## config.mk

```make
export PLATFORM = sky130hd
export DESIGN_NAME = bullcow_turn_ctrl_flat
export DESIGN_NICKNAME = d
export VERILOG_FILES = /design/src/rtl/bullcow_pkg.sv /design/src/rtl/bullcow_turn_ctrl_if.sv /design/src/rtl/bullcow_scorer.sv /design/src/rtl/bullcow_turn_ctrl.sv /design/src/flat_wrapper.sv
export SDC_FILE = /design/constraint.sdc
export NUM_CORES = 1
export LEC_CHECK = 0
export BUFFER_PORTS_ARGS = -buffer_cell sky130_fd_sc_hd__buf_2
export CORE_MARGIN = 4
export CORE_UTILIZATION = 60
export DETAILED_ROUTE_END_ITERATION = 8
export GPL_ROUTABILITY_DRIVEN = 0
export HOLD_SLACK_MARGIN = 0.12
export PLACE_DENSITY = 0.86
export SLEW_MARGIN = 20
export SYNTH_ARGS = -nofsm -noshare
export SYNTH_HDL_FRONTEND = slang
export SYNTH_SLANG_ARGS = --single-unit
export TNS_END_PERCENT = 1
```

## constraint.sdc

```tcl
create_clock -name clock -period 3.9 [get_ports clock]
set_clock_uncertainty 0.05 [all_clocks]
set_input_delay 0 -clock clock [delete_from_list [all_inputs] [get_ports clock]]
set_output_delay 0 -clock clock [all_outputs]
set_load 0.02 [all_outputs]
```

## src/rtl/bullcow_pkg.sv

```systemverilog
// -----------------------------------------------------------------------------
// bullcow_pkg
// Shared types for the Bulls & Cows turn controller and its serial scorer.
//   state_t  : controller state codes (visible on game_state)
//   digit_t  : one BCD digit
//   number_t : four BCD digits, digit0 in [3:0] ... digit3 in [15:12]
//   is_valid_number() : every digit <= 9 and all four pairwise distinct
// -----------------------------------------------------------------------------
package bullcow_pkg;

   typedef enum logic [2:0] {
      ST_SETUP1 = 3'b000,
      ST_SETUP2 = 3'b001,
      ST_GUESS1 = 3'b010,
      ST_GUESS2 = 3'b011,
      ST_SCORE  = 3'b100,
      ST_END    = 3'b111
   } state_t;

   typedef logic [3:0]      digit_t;
   typedef logic [3:0][3:0] number_t;

   function automatic logic is_valid_number(input number_t n);
      logic ok;
      ok = 1'b1;
      for (int i = 0; i < 4; i++) begin
         if (n[i] > 4'd9) ok = 1'b0;
         for (int j = i + 1; j < 4; j++) begin
            if (n[i] == n[j]) ok = 1'b0;
         end
      end
      return ok;
   endfunction

endpackage

```

## src/rtl/bullcow_turn_ctrl_if.sv

```systemverilog
// -----------------------------------------------------------------------------
// bullcow_turn_ctrl_if
// Board-side bundle of the turn controller.
//   enter, SW            : key level and four BCD digits from the board
//   game_state           : current state code
//   bull_count/cow_count : result of the last scored guess
//   guess_confirmed      : score available, cleared by the next accepted entry
//   invalid_entry        : one-cycle pulse on a rejected entry
//   timeout              : one-cycle pulse on a forfeited turn
//   turns_left           : remaining guesses of the relevant player
//   J1_points/J2_points  : saturating win counters
// Modports: master drives the inputs (board / bench), slave is the controller.
// -----------------------------------------------------------------------------
interface bullcow_turn_ctrl_if;

   logic        enter;
   logic [15:0] SW;
   logic [2:0]  game_state;
   logic [2:0]  bull_count;
   logic [2:0]  cow_count;
   logic        guess_confirmed;
   logic        invalid_entry;
   logic        timeout;
   logic [3:0]  turns_left;
   logic [7:0]  J1_points;
   logic [7:0]  J2_points;

   modport master (
      output enter, SW,
      input  game_state, bull_count, cow_count, guess_confirmed,
             invalid_entry, timeout, turns_left, J1_points, J2_points
   );

   modport slave (
      input  enter, SW,
      output game_state, bull_count, cow_count, guess_confirmed,
             invalid_entry, timeout, turns_left, J1_points, J2_points
   );

endinterface

```

## src/rtl/bullcow_scorer.sv

```systemverilog
// -----------------------------------------------------------------------------
// bullcow_scorer
// Serial bulls/cows scorer: one digit index per cycle over four cycles.
//   clock, reset : rising-edge clock, synchronous active-high reset
//   start        : snapshots guess/secret and begins a new scoring pass
//   guess/secret : numbers to compare
//   busy         : high while digits 0..3 are being evaluated
//   done         : high in the cycle evaluating digit 3
//   bulls/cows   : running totals including the digit under evaluation, so
//                  they hold the final result while done is high
// -----------------------------------------------------------------------------
module bullcow_scorer
   import bullcow_pkg::*;
(
   input  logic    clock,
   input  logic    reset,
   input  logic    start,
   input  number_t guess,
   input  number_t secret,
   output logic    busy,
   output logic    done,
   output logic [2:0] bulls,
   output logic [2:0] cows
);

   logic [1:0] idx;
   logic [2:0] bull_acc;
   logic [2:0] cow_acc;
   number_t    guess_q;
   number_t    secret_q;

   digit_t     g_digit;
   logic       bull_hit;
   logic       cow_hit;

   // NOTE: every always_comb output gets a default first so no path leaves it
   // unassigned and no latch is inferred.
   always_comb begin
      g_digit  = guess_q[idx];
      bull_hit = 1'b0;
      cow_hit  = 1'b0;
      if (busy) begin
         if (g_digit == secret_q[idx]) begin
            bull_hit = 1'b1;
         end else begin
            // A digit that is not a bull counts as at most one cow.
            for (int j = 0; j < 4; j++) begin
               if (j != int'(idx) && g_digit == secret_q[j]) cow_hit = 1'b1;
            end
         end
      end
   end

   assign done  = busy && (idx == 2'd3);
   assign bulls = bull_acc + {2'b00, bull_hit};
   assign cows  = cow_acc  + {2'b00, cow_hit};

   // NOTE: sequential state uses non-blocking assignments only, so every
   // register samples values from before the edge.
   always_ff @(posedge clock) begin
      if (reset) begin
         busy     <= 1'b0;
         idx      <= 2'd0;
         bull_acc <= 3'd0;
         cow_acc  <= 3'd0;
         // NOTE: the snapshots are cleared too, so a reset mid-pass leaves no
         // stale digits behind.
         guess_q  <= '0;
         secret_q <= '0;
      end else if (start) begin
         busy     <= 1'b1;
         idx      <= 2'd0;
         bull_acc <= 3'd0;
         cow_acc  <= 3'd0;
         guess_q  <= guess;
         secret_q <= secret;
      end else if (busy) begin
         bull_acc <= bulls;
         cow_acc  <= cows;
         idx      <= idx + 2'd1;
         if (idx == 2'd3) busy <= 1'b0;
      end
   end

endmodule

```

## src/rtl/bullcow_turn_ctrl.sv

```systemverilog
// -----------------------------------------------------------------------------
// bullcow_turn_ctrl
// Two-player Bulls & Cows turn controller: secret entry, alternating guesses,
// serial scoring, per-player turn limits, optional per-turn timeout, points.
//   MAX_TURNS      : guesses per player per round (1..15)
//   TIMEOUT_CYCLES : cycles allowed per guess turn, 0 disables (0..2^24-1)
//   clock, reset   : rising-edge clock, synchronous active-high reset
//   bus            : board-side signals, see bullcow_turn_ctrl_if
// -----------------------------------------------------------------------------
module bullcow_turn_ctrl
   import bullcow_pkg::*;
#(
   parameter int MAX_TURNS      = 10,
   parameter int TIMEOUT_CYCLES = 0
)(
   input  logic clock,
   input  logic reset,
   bullcow_turn_ctrl_if.slave bus
);

   localparam logic [2:0] S_SETUP1 = ST_SETUP1;
   localparam logic [2:0] S_SETUP2 = ST_SETUP2;
   localparam logic [2:0] S_GUESS1 = ST_GUESS1;
   localparam logic [2:0] S_GUESS2 = ST_GUESS2;
   localparam logic [2:0] S_SCORE  = ST_SCORE;
   localparam logic [2:0] S_END    = ST_END;

   localparam logic [3:0]  MAX_T    = 4'(MAX_TURNS);
   localparam bit          TMO_EN   = (TIMEOUT_CYCLES != 0);
   localparam logic [23:0] TMO_LAST = 24'(TIMEOUT_CYCLES - 1);

   logic [2:0]  state;
   logic        prev_enter;
   logic        enter_edge;
   number_t     sw_num;
   logic        sw_valid;

   number_t     magic_j1;
   number_t     magic_j2;
   number_t     guess_q;
   logic        j2_turn;      // guesser is J2 (in SCORE: J2 just guessed)
   logic [3:0]  turns_j1;
   logic [3:0]  turns_j2;
   logic [23:0] tmo_cnt;
   logic        start_q;

   logic [2:0]  bull_q;
   logic [2:0]  cow_q;
   logic        confirmed_q;
   logic        invalid_q;
   logic        timeout_q;
   logic [7:0]  points_j1;
   logic [7:0]  points_j2;

   logic        in_guess;
   logic        tmo_hit;
   logic        accept;
   logic        reject;
   logic [3:0]  own_turns;
   logic [3:0]  own_dec;
   logic [3:0]  other_turns;

   logic        sc_busy;
   logic        sc_done;
   logic [2:0]  sc_bulls;
   logic [2:0]  sc_cows;

   bullcow_scorer u_scorer (
      .clock  (clock),
      .reset  (reset),
      .start  (start_q),
      .guess  (guess_q),
      .secret (j2_turn ? magic_j1 : magic_j2),
      .busy   (sc_busy),
      .done   (sc_done),
      .bulls  (sc_bulls),
      .cows   (sc_cows)
   );

   assign sw_num      = bus.SW;
   assign sw_valid    = is_valid_number(sw_num);
   assign enter_edge  = bus.enter & ~prev_enter;
   assign in_guess    = (state == S_GUESS1) || (state == S_GUESS2);
   assign accept      = enter_edge && sw_valid && !sc_busy;
   assign reject      = enter_edge && !sw_valid;
   // A valid edge in the same cycle takes priority over an expiring turn.
   assign tmo_hit     = TMO_EN && in_guess && (tmo_cnt == TMO_LAST) && !accept;
   assign own_turns   = j2_turn ? turns_j2 : turns_j1;
   assign other_turns = j2_turn ? turns_j1 : turns_j2;
   assign own_dec     = (own_turns != 4'd0) ? own_turns - 4'd1 : 4'd0;

   always_ff @(posedge clock) begin
      if (reset) begin
         state       <= S_SETUP1;
         prev_enter  <= 1'b1;      // a key held through reset must not fire
         magic_j1    <= '0;
         magic_j2    <= '0;
         guess_q     <= '0;
         j2_turn     <= 1'b0;
         turns_j1    <= MAX_T;
         turns_j2    <= MAX_T;
         tmo_cnt     <= '0;
         start_q     <= 1'b0;
         bull_q      <= 3'd0;
         cow_q       <= 3'd0;
         confirmed_q <= 1'b0;
         invalid_q   <= 1'b0;
         timeout_q   <= 1'b0;
         points_j1   <= 8'd0;
         points_j2   <= 8'd0;
      end else begin
         prev_enter <= bus.enter;
         invalid_q  <= 1'b0;
         timeout_q  <= 1'b0;
         start_q    <= 1'b0;

         case (state)
            S_SETUP1: begin
               if (enter_edge) begin
                  if (sw_valid) begin
                     magic_j1 <= sw_num;
                     state    <= S_SETUP2;
                  end else begin
                     invalid_q <= 1'b1;
                  end
               end
            end

            S_SETUP2: begin
               if (enter_edge) begin
                  if (sw_valid) begin
                     magic_j2 <= sw_num;
                     turns_j1 <= MAX_T;
                     turns_j2 <= MAX_T;
                     j2_turn  <= 1'b0;
                     tmo_cnt  <= '0;
                     state    <= S_GUESS1;
                  end else begin
                     invalid_q <= 1'b1;
                  end
               end
            end

            S_GUESS1, S_GUESS2: begin
               if (reject) invalid_q <= 1'b1;
               if (accept || tmo_hit) begin
                  if (j2_turn) turns_j2 <= own_dec;
                  else         turns_j1 <= own_dec;
               end
               if (accept) begin
                  guess_q     <= sw_num;
                  confirmed_q <= 1'b0;
                  start_q     <= 1'b1;
                  state       <= S_SCORE;
               end else if (tmo_hit) begin
                  timeout_q <= 1'b1;
                  tmo_cnt   <= '0;
                  if (own_dec == 4'd0 && other_turns == 4'd0) begin
                     state <= S_END;
                  end else begin
                     j2_turn <= ~j2_turn;
                     state   <= j2_turn ? S_GUESS1 : S_GUESS2;
                  end
               end else begin
                  tmo_cnt <= tmo_cnt + 24'd1;
               end
            end

            S_SCORE: begin
               // Enter edges are dropped here; nothing is queued.
               if (sc_done) begin
                  bull_q      <= sc_bulls;
                  cow_q       <= sc_cows;
                  confirmed_q <= 1'b1;
                  if (sc_bulls == 3'd4) begin
                     if (j2_turn) begin
                        if (points_j2 != 8'hFF) points_j2 <= points_j2 + 8'd1;
                     end else begin
                        if (points_j1 != 8'hFF) points_j1 <= points_j1 + 8'd1;
                     end
                     state <= S_END;
                  end else if (turns_j1 == 4'd0 && turns_j2 == 4'd0) begin
                     state <= S_END;
                  end else begin
                     j2_turn <= ~j2_turn;
                     tmo_cnt <= '0;
                     state   <= j2_turn ? S_GUESS1 : S_GUESS2;
                  end
               end
            end

            S_END: begin
               if (enter_edge) begin
                  bull_q      <= 3'd0;
                  cow_q       <= 3'd0;
                  confirmed_q <= 1'b0;
                  state       <= S_SETUP1;
               end
            end

            default: state <= S_SETUP1;
         endcase
      end
   end

   assign bus.game_state      = state;
   assign bus.bull_count      = bull_q;
   assign bus.cow_count       = cow_q;
   assign bus.guess_confirmed = confirmed_q;
   assign bus.invalid_entry   = invalid_q;
   assign bus.timeout         = timeout_q;
   assign bus.turns_left      = (in_guess || state == S_SCORE) ? own_turns : MAX_T;
   assign bus.J1_points       = points_j1;
   assign bus.J2_points       = points_j2;

endmodule

```

## src/flat_wrapper.sv

```systemverilog
// flat-port wrapper written by rule: the top's interface ports become plain ports
module bullcow_turn_ctrl_flat import bullcow_pkg::*;
#(
   parameter int MAX_TURNS      = 10,
   parameter int TIMEOUT_CYCLES = 0
)
  (clock, reset, bus_enter, bus_SW, bus_game_state, bus_bull_count, bus_cow_count, bus_guess_confirmed, bus_invalid_entry, bus_timeout, bus_turns_left, bus_J1_points, bus_J2_points);
  bullcow_turn_ctrl_if bus_i ();
  input  logic clock;
  input  logic reset;
  input wire logic [$bits(bus_i.enter)-1:0] bus_enter;
  input wire logic [$bits(bus_i.SW)-1:0] bus_SW;
  output wire logic [$bits(bus_i.game_state)-1:0] bus_game_state;
  output wire logic [$bits(bus_i.bull_count)-1:0] bus_bull_count;
  output wire logic [$bits(bus_i.cow_count)-1:0] bus_cow_count;
  output wire logic [$bits(bus_i.guess_confirmed)-1:0] bus_guess_confirmed;
  output wire logic [$bits(bus_i.invalid_entry)-1:0] bus_invalid_entry;
  output wire logic [$bits(bus_i.timeout)-1:0] bus_timeout;
  output wire logic [$bits(bus_i.turns_left)-1:0] bus_turns_left;
  output wire logic [$bits(bus_i.J1_points)-1:0] bus_J1_points;
  output wire logic [$bits(bus_i.J2_points)-1:0] bus_J2_points;
  assign bus_i.enter = bus_enter;
  assign bus_i.SW = bus_SW;
  assign bus_game_state = bus_i.game_state;
  assign bus_bull_count = bus_i.bull_count;
  assign bus_cow_count = bus_i.cow_count;
  assign bus_guess_confirmed = bus_i.guess_confirmed;
  assign bus_invalid_entry = bus_i.invalid_entry;
  assign bus_timeout = bus_i.timeout;
  assign bus_turns_left = bus_i.turns_left;
  assign bus_J1_points = bus_i.J1_points;
  assign bus_J2_points = bus_i.J2_points;
  bullcow_turn_ctrl #(.MAX_TURNS(MAX_TURNS), .TIMEOUT_CYCLES(TIMEOUT_CYCLES)) u_core (.clock(clock), .reset(reset), .bus(bus_i));
endmodule
```

---- Yosys cells after proc, flatten, opt, wreduce, memory -nomap -nowiden ----
Index checks and enable logic that the tools add are counted.
word-level totals
  flip-flop bits (word level) ............. 127
  latch bits .............................. 0
  bits in writable memories ............... 0
  bits in read-only memories .............. 0
  output and inout port bits .............. 32
  memories kept ........................... 0
cells by class
  add/subtract/negate cells ............... 6
  multipliers ............................. 0
  div/mod/pow operators ................... 0
  $lt $le $gt $ge ......................... 5
  equal/unequal tests ..................... 34
  shift operators ......................... 0
  multiplexer cells ....................... 67
  bitwise logic cells ..................... 4
  reduce and logical (&&, ||, !) cells .... 37
operator list
  kind                                                                     count
  4-bit equality test                                                      11
  4-bit 2-to-1 mux                                                         11
  1-bit 2-to-1 mux                                                         34
  3-bit 2-to-1 mux                                                         11
  5-bit AND reduction                                                      4
  8-bit by 1-bit adder with 8-bit output, second input constant            2
  4-bit binary-select mux with 2-bit select                                2
  4-bit > comparator, second input constant                                4
  16-bit 2-to-1 mux                                                        1
  2-bit by 1-bit inequality test with 1-bit output, second input constant  8
  8-bit inequality test, second input constant                             2
  4-bit one-hot mux with 2 select lines                                    2
  3-bit one-hot mux with 5 select lines                                    1
  3-bit one-hot mux with 2 select lines                                    2
  3-bit equality test, second input constant                               3
  1-bit logical AND                                                        9
  3-bit AND reduction                                                      3
  4-bit zero test                                                          2
  2-bit nonzero test                                                       4
  2-bit OR reduction                                                       4
  7-bit AND reduction                                                      1
  3-bit by 1-bit adder with 3-bit output                                   2
  3-bit by 2-bit equality test with 1-bit output, second input constant    2
  2-bit inequality test, second input constant                             3
  19 further kinds                                                         25

---- Longest topological paths before layout ----
  depth in word-level cells ............... 15
  mapped depth ............................ 15
  gate-level depth less buffers ........... 12

---- By module ----
From an unflattened synthesis, not the netlist that was laid out.
second synthesis, totals
  cells, all modules ...................... 626
  area total of the unflattened synthesis .. 6,184.7 um2
modules (own cells, without submodules)
  module             times used  cells each  area an instance (um2)
  bullcow_turn_ctrl  1           430         4,111.4
  bullcow_scorer     1           196         2,073.2

---- Least setup slack after synthesis ----
OpenSTA, ideal clock, no wires.
  path type ............................... reg2reg
  start ................................... register u_core.u_scorer.idx[0]
  end ..................................... register u_core.points_j2[5], in the netlist u_core.bus.J2_points[5]
  data arrival time ....................... 3.431 ns
  required time ........................... 3.780 ns
  slack ................................... 0.348 ns
  cell stages (with the launch flop) ...... 16
  cells stage by stage .................... dfxtp_1 -> buf_2 -> mux4_2 -> clkbuf_1 -> xor2_1 -> nor4_1 -> and2_1 -> ha_1 -> ha_1 -> xor2_1 -> and4bb_1 -> and3_1 -> buf_4 -> nand2_1 -> or3_1 -> a21oi_1
on the way
  cells in the longest elaborated chain, start to end .. 8
  elaborated cells between the ends (all ways) .. 12
  those cells by class .................... add/sub: 1; eq/ne: 3; mux: 6; reduce/logical: 2
RTL lines
  item                                                          RTL line                                    text
  from (decl)                                                   bullcow_scorer.sv:26                        logic [1:0] idx;
  from (signal assigned)                                        bullcow_scorer.sv:80                        idx <= idx + 2'd1;
  4-bit binary-select mux with 2-bit select (on tied branches)  bullcow_scorer.sv:39, bullcow_scorer.sv:43
  4-bit 2-to-1 mux (on tied branches)                           bullcow_scorer.sv:39, bullcow_scorer.sv:43
  4-bit equality test                                           bullcow_scorer.sv:43                        if (g_digit == secret_q[idx]) begin
  1-bit 2-to-1 mux                                              bullcow_scorer.sv:43
  1-bit 2-to-1 mux                                              bullcow_scorer.sv:42                        if (busy) begin
  3-bit by 1-bit adder with 3-bit output                        bullcow_scorer.sv:55                        assign bulls = bull_acc + {2'b00, bull_hit};
  3-bit equality test                                           bullcow_turn_ctrl.sv:175                    if (sc_bulls == 3'd4) begin
  5-bit AND reduction (no source line) (*)                      n/a
  to (signal assigned)                                          bullcow_turn_ctrl.sv:177                    if (points_j2 != 8'hFF) points_j2 <= points_j2 + 8'd1;
  to (decl)                                                     bullcow_turn_ctrl.sv:53                     logic [7:0] points_j2;
Every way passes the cells marked *; elsewhere a longest branch is shown, timed or not. The select of a mux whose other input is x is not followed.
A chain may end at the register's enable or synchronous reset.

---- Final worst setup path ----
  start ................................... register u_core.u_scorer.idx[0]
  end ..................................... register u_core.points_j2[5], in the netlist u_core.bus.J2_points[5]
on the way
  cells in the longest elaborated chain, start to end .. 8
  elaborated cells between the ends (all ways) .. 12
  those cells by class .................... add/sub: 1; eq/ne: 3; mux: 6; reduce/logical: 2
RTL lines
  item                                                          RTL line                                    text
  4-bit binary-select mux with 2-bit select (on tied branches)  bullcow_scorer.sv:39, bullcow_scorer.sv:43
  4-bit 2-to-1 mux (on tied branches)                           bullcow_scorer.sv:39, bullcow_scorer.sv:43
  4-bit equality test (*)                                       bullcow_scorer.sv:43
  1-bit 2-to-1 mux (*)                                          bullcow_scorer.sv:43
  1-bit 2-to-1 mux (*)                                          bullcow_scorer.sv:42
  3-bit by 1-bit adder with 3-bit output (*)                    bullcow_scorer.sv:55
  named net u_core.sc_bulls[1]                                  bullcow_turn_ctrl.sv:65                     logic [2:0] sc_bulls;
  3-bit equality test (*)                                       bullcow_turn_ctrl.sv:175
  5-bit AND reduction (no source line) (*)                      n/a
Mark *: on every way through the listed nets, which the timed path passes. The rest lies on a longest branch. The select of a mux whose other input is x is not followed.

==> metrics <==
DP Area=6192 µm²; hold_ws=0.1842 ns; largest family of logic cells by synthesized area=multiplexers; HPWL after detailed placement=9.304 mm; crit-path max FO=8; Final Hold Vio Count=0; Synth Area in Adders=0.02091; CTS Root Cell=clkbuf_8; area share of xor/xnor cells in the synthesized design=0.09076; initial DRC count=467; ANT cells=0; pin count of the biggest net entering global routing=72; Die Wd=107.9 µm; P per Cell Area=416.1 nW/µm²; Synth cell types=42; crit path buf inv count=1; Synth Net Count=664; final net count=706; Synth Area per Inst=9.422 µm²; simple-gate area share of the yosys netlist=0.1650; WP data arrival=4.19 ns; Yosys reg bits=127; Num Clock Sinks=127; Worst Setup End Kind=flop; Slew Viols, Final=0; Final setup violation count=0; Netlist Area Pre-Place=5983 µm²; die height=107.9 µm; Leak=2.990 nW; sequential share of the synthesized area=0.4249; Yosys top cell by area=dfxtp_1; CP max stage delay=0.62 ns; DR WL/cell=19.43 µm; Worst path top cell family by delay=simple AND/OR/NAND/NOR gates; Die ar.=11630 µm²; Mapped Cells=635; Startpoint Class=flop; # fillers=641; final worst path period need=3.784 ns; Worst Max-Slew Pin Slew=0.7632 ns; share of the synthesized area in the top cell type=0.4249; Max Cap Viol=0; largest cells by area after synthesis=dfxtp_1 42%, mux2i_1 17%, nor2_1 7.4%, xor2_1 6.6%, mux4_2 3.0%; Max IR drop VDD=0.3483 mV; area grow syn2layout=16.77%; number of remaining DRC errors=0; DR pass1 iterations=5; Critical Path Slowest Stage Cell=mux4_2; vias in the first global route=5062; first-pass GRT wire length=25.54 mm; row count=36; Num CTS Buffers=17; clk buf depth=2; Post-Layout Inst Area=6987 µm²; layout cells sized above 1=0.1536; Starting Density=0.6150; Routed WL=15.99 mm; Crit Path Class=reg -> reg; I/O pin count=51; Vias=4965; FMAX=264.3 MHz; worst hold-check path type=in -> reg; core area=9729 µm²; TritonCTS clock tree=done; cell mode on critical path=ha_1; Port Buffers=49; Slew HR=0.4865; yosys synthesis warning count=0; GR Util All Layers=0.2856; H-tree levels=4; Via density=6.033; DRT antenna net count=0; Final Cycle Share=0.9703; compound-gate portion of the synthesized area=0.05625; Critical Path RT=4.31 ns; mux share of post-synthesis cell area=0.1957; clock-pin slew on the worst setup and hold paths=0.06 ns; worst-skew pair later-pin latency=0.53 ns; CP Cell Sequence=buf_6 > mux4_2 > xor2_1 > nor4_2 > and2_1 > ha_1 > ha_1 > nor2_2 > and4bb_2 > and3_2 > nand2_1 > or3_1 > a21oi_1; status=finished clean; initial antenna violation count=0; GRT overflow=0
[registers in the layout, indices dropped and copies added, names as in the netlist, 2 cells and up]
register,flops
u_core.magic_j1,16
u_core.u_scorer.idx,2
u_core.bus.game_state,3
u_core.guess_q,16
u_core.u_scorer.secret_q,16
u_core.bus.J2_points,8
u_core.u_scorer.guess_q,16
u_core.turns_j1,4
u_core.bus.bull_count,3
u_core.bus.J1_points,8
u_core.u_scorer.cow_acc,3
u_core.u_scorer.bull_acc,3
u_core.turns_j2,4
u_core.magic_j2,16
u_core.bus.cow_count,3
[worst reg2reg max path, stage by stage (launching register included)]
cell and delay [ns]:
dfxtp_1 0.35, buf_6 0.18, mux4_2 0.62, xor2_1 0.20
nor4_2 0.34, and2_1 0.19, ha_1 0.16, ha_1 0.29
nor2_2 0.16, and4bb_2 0.30, and3_2 0.28, nand2_1 0.13
or3_1 0.33, a21oi_1 0.15
[layout make-up]
type | instances | area, µm² | share of cell area
Tap cell | 133 | 166.4 | 0.02382
Inverter | 6 | 22.52 | 0.003223
Timing Repair Buffer | 77 | 509.2 | 0.07289
Sequential cell | 127 | 2546 | 0.3644
Clock buffer | 22 | 442.9 | 0.06340
Clock inverter | 10 | 113.9 | 0.01630
Multi-Input combinational cell | 448 | 3186 | 0.4559
[cell families after synthesis]
family	Yosys count
buffers and inverters	60
xor gates and xnor gates	62
AOI/OAI and AO/OA	53
and+or+nand+nor	215
muxes	107
other	1
adders and majority gates	10
DFF	127
[placed cells by master (no fill, tap or decap), drive strengths merged, types with 18 or more instances in the layout]
master / n
buf: 58
nor2: 118
a21oi: 18
dfxtp: 127
nand2: 23
dlygate4sd3: 19
mux2i: 99
nand3: 19
clkbuf: 22
xor2: 45
[cells in the mapped netlist (all sizes together)]
library cell	instances
a21oi	18
and2	2
a21boi	1
and3b	2
nor3	9
nor2	118
mux2i	99
a311o	1
and3	7
and4	2
xor2	45
a2111oi	1
nor4	12
o2bb2ai	1
o22ai	1
conb	1
inv	6
or3	3
nand3	19
buf	32
a211oi	16
a41oi	1
dfxtp	127
mux4	8
nand2b	6
xnor2	17
ha	10
a31oi	1
clkbuf	22
and4bb	1
nand2	23
a22oi	1
o21ai	9
o21a	1
o211a	1
nand4	7
or2	3
or3b	1
[stage by stage]
stage	power [W]	TNS [ns]	instances	utilization	setup slack, ns
after global placement	0.001417	0	769	0.6364	0.2123
after CTS	0.002898	0	820	0.7133	0.01899
after global routing	0.002983	-0.01519	823	0.7181	-0.01519
after detailed placement	0.001420	0	769	0.6364	0.06413
after floorplan	0.001401	0	635	-	0.3483
final	0.002907	0	823	0.7181	0.1160
[worst paths after layout]
kind         cells past startpoint                     from  slack (ns)                      end
max reg2reg                     13   u_core.u_scorer.idx[0]        0.12  u_core.bus.J2_points[5]
min                              3                bus_enter        0.18        u_core.prev_enter
min reg2reg                      2  u_core.bus.cow_count[2]        0.41  u_core.bus.cow_count[2]
max                             13   u_core.u_scorer.idx[0]        0.12  u_core.bus.J2_points[5]
[routing by layer]
layer  routed length (µm)  track usage
met5                    0            0
met4                  730       0.1704
met3                 1134      0.07439
met2                 8044       0.4751
met1                 6083       0.3286
[power by group]
group	internal [W]	switching [W]	leakage, nW
clock	0.000923	0.000571	0.261
combinational	0.0000399	0.0000719	1.71
sequential	0.00130	0.00000150	1.02
[repair_timing]
item,in CTS,in global routing
hold endpoints to repair,87,0
resized for setup,1,6
setup buffers,0,3
endpoints found under the setup margin,1,13
hold buffers,19,0
Power figures use the tool's default switching activity.
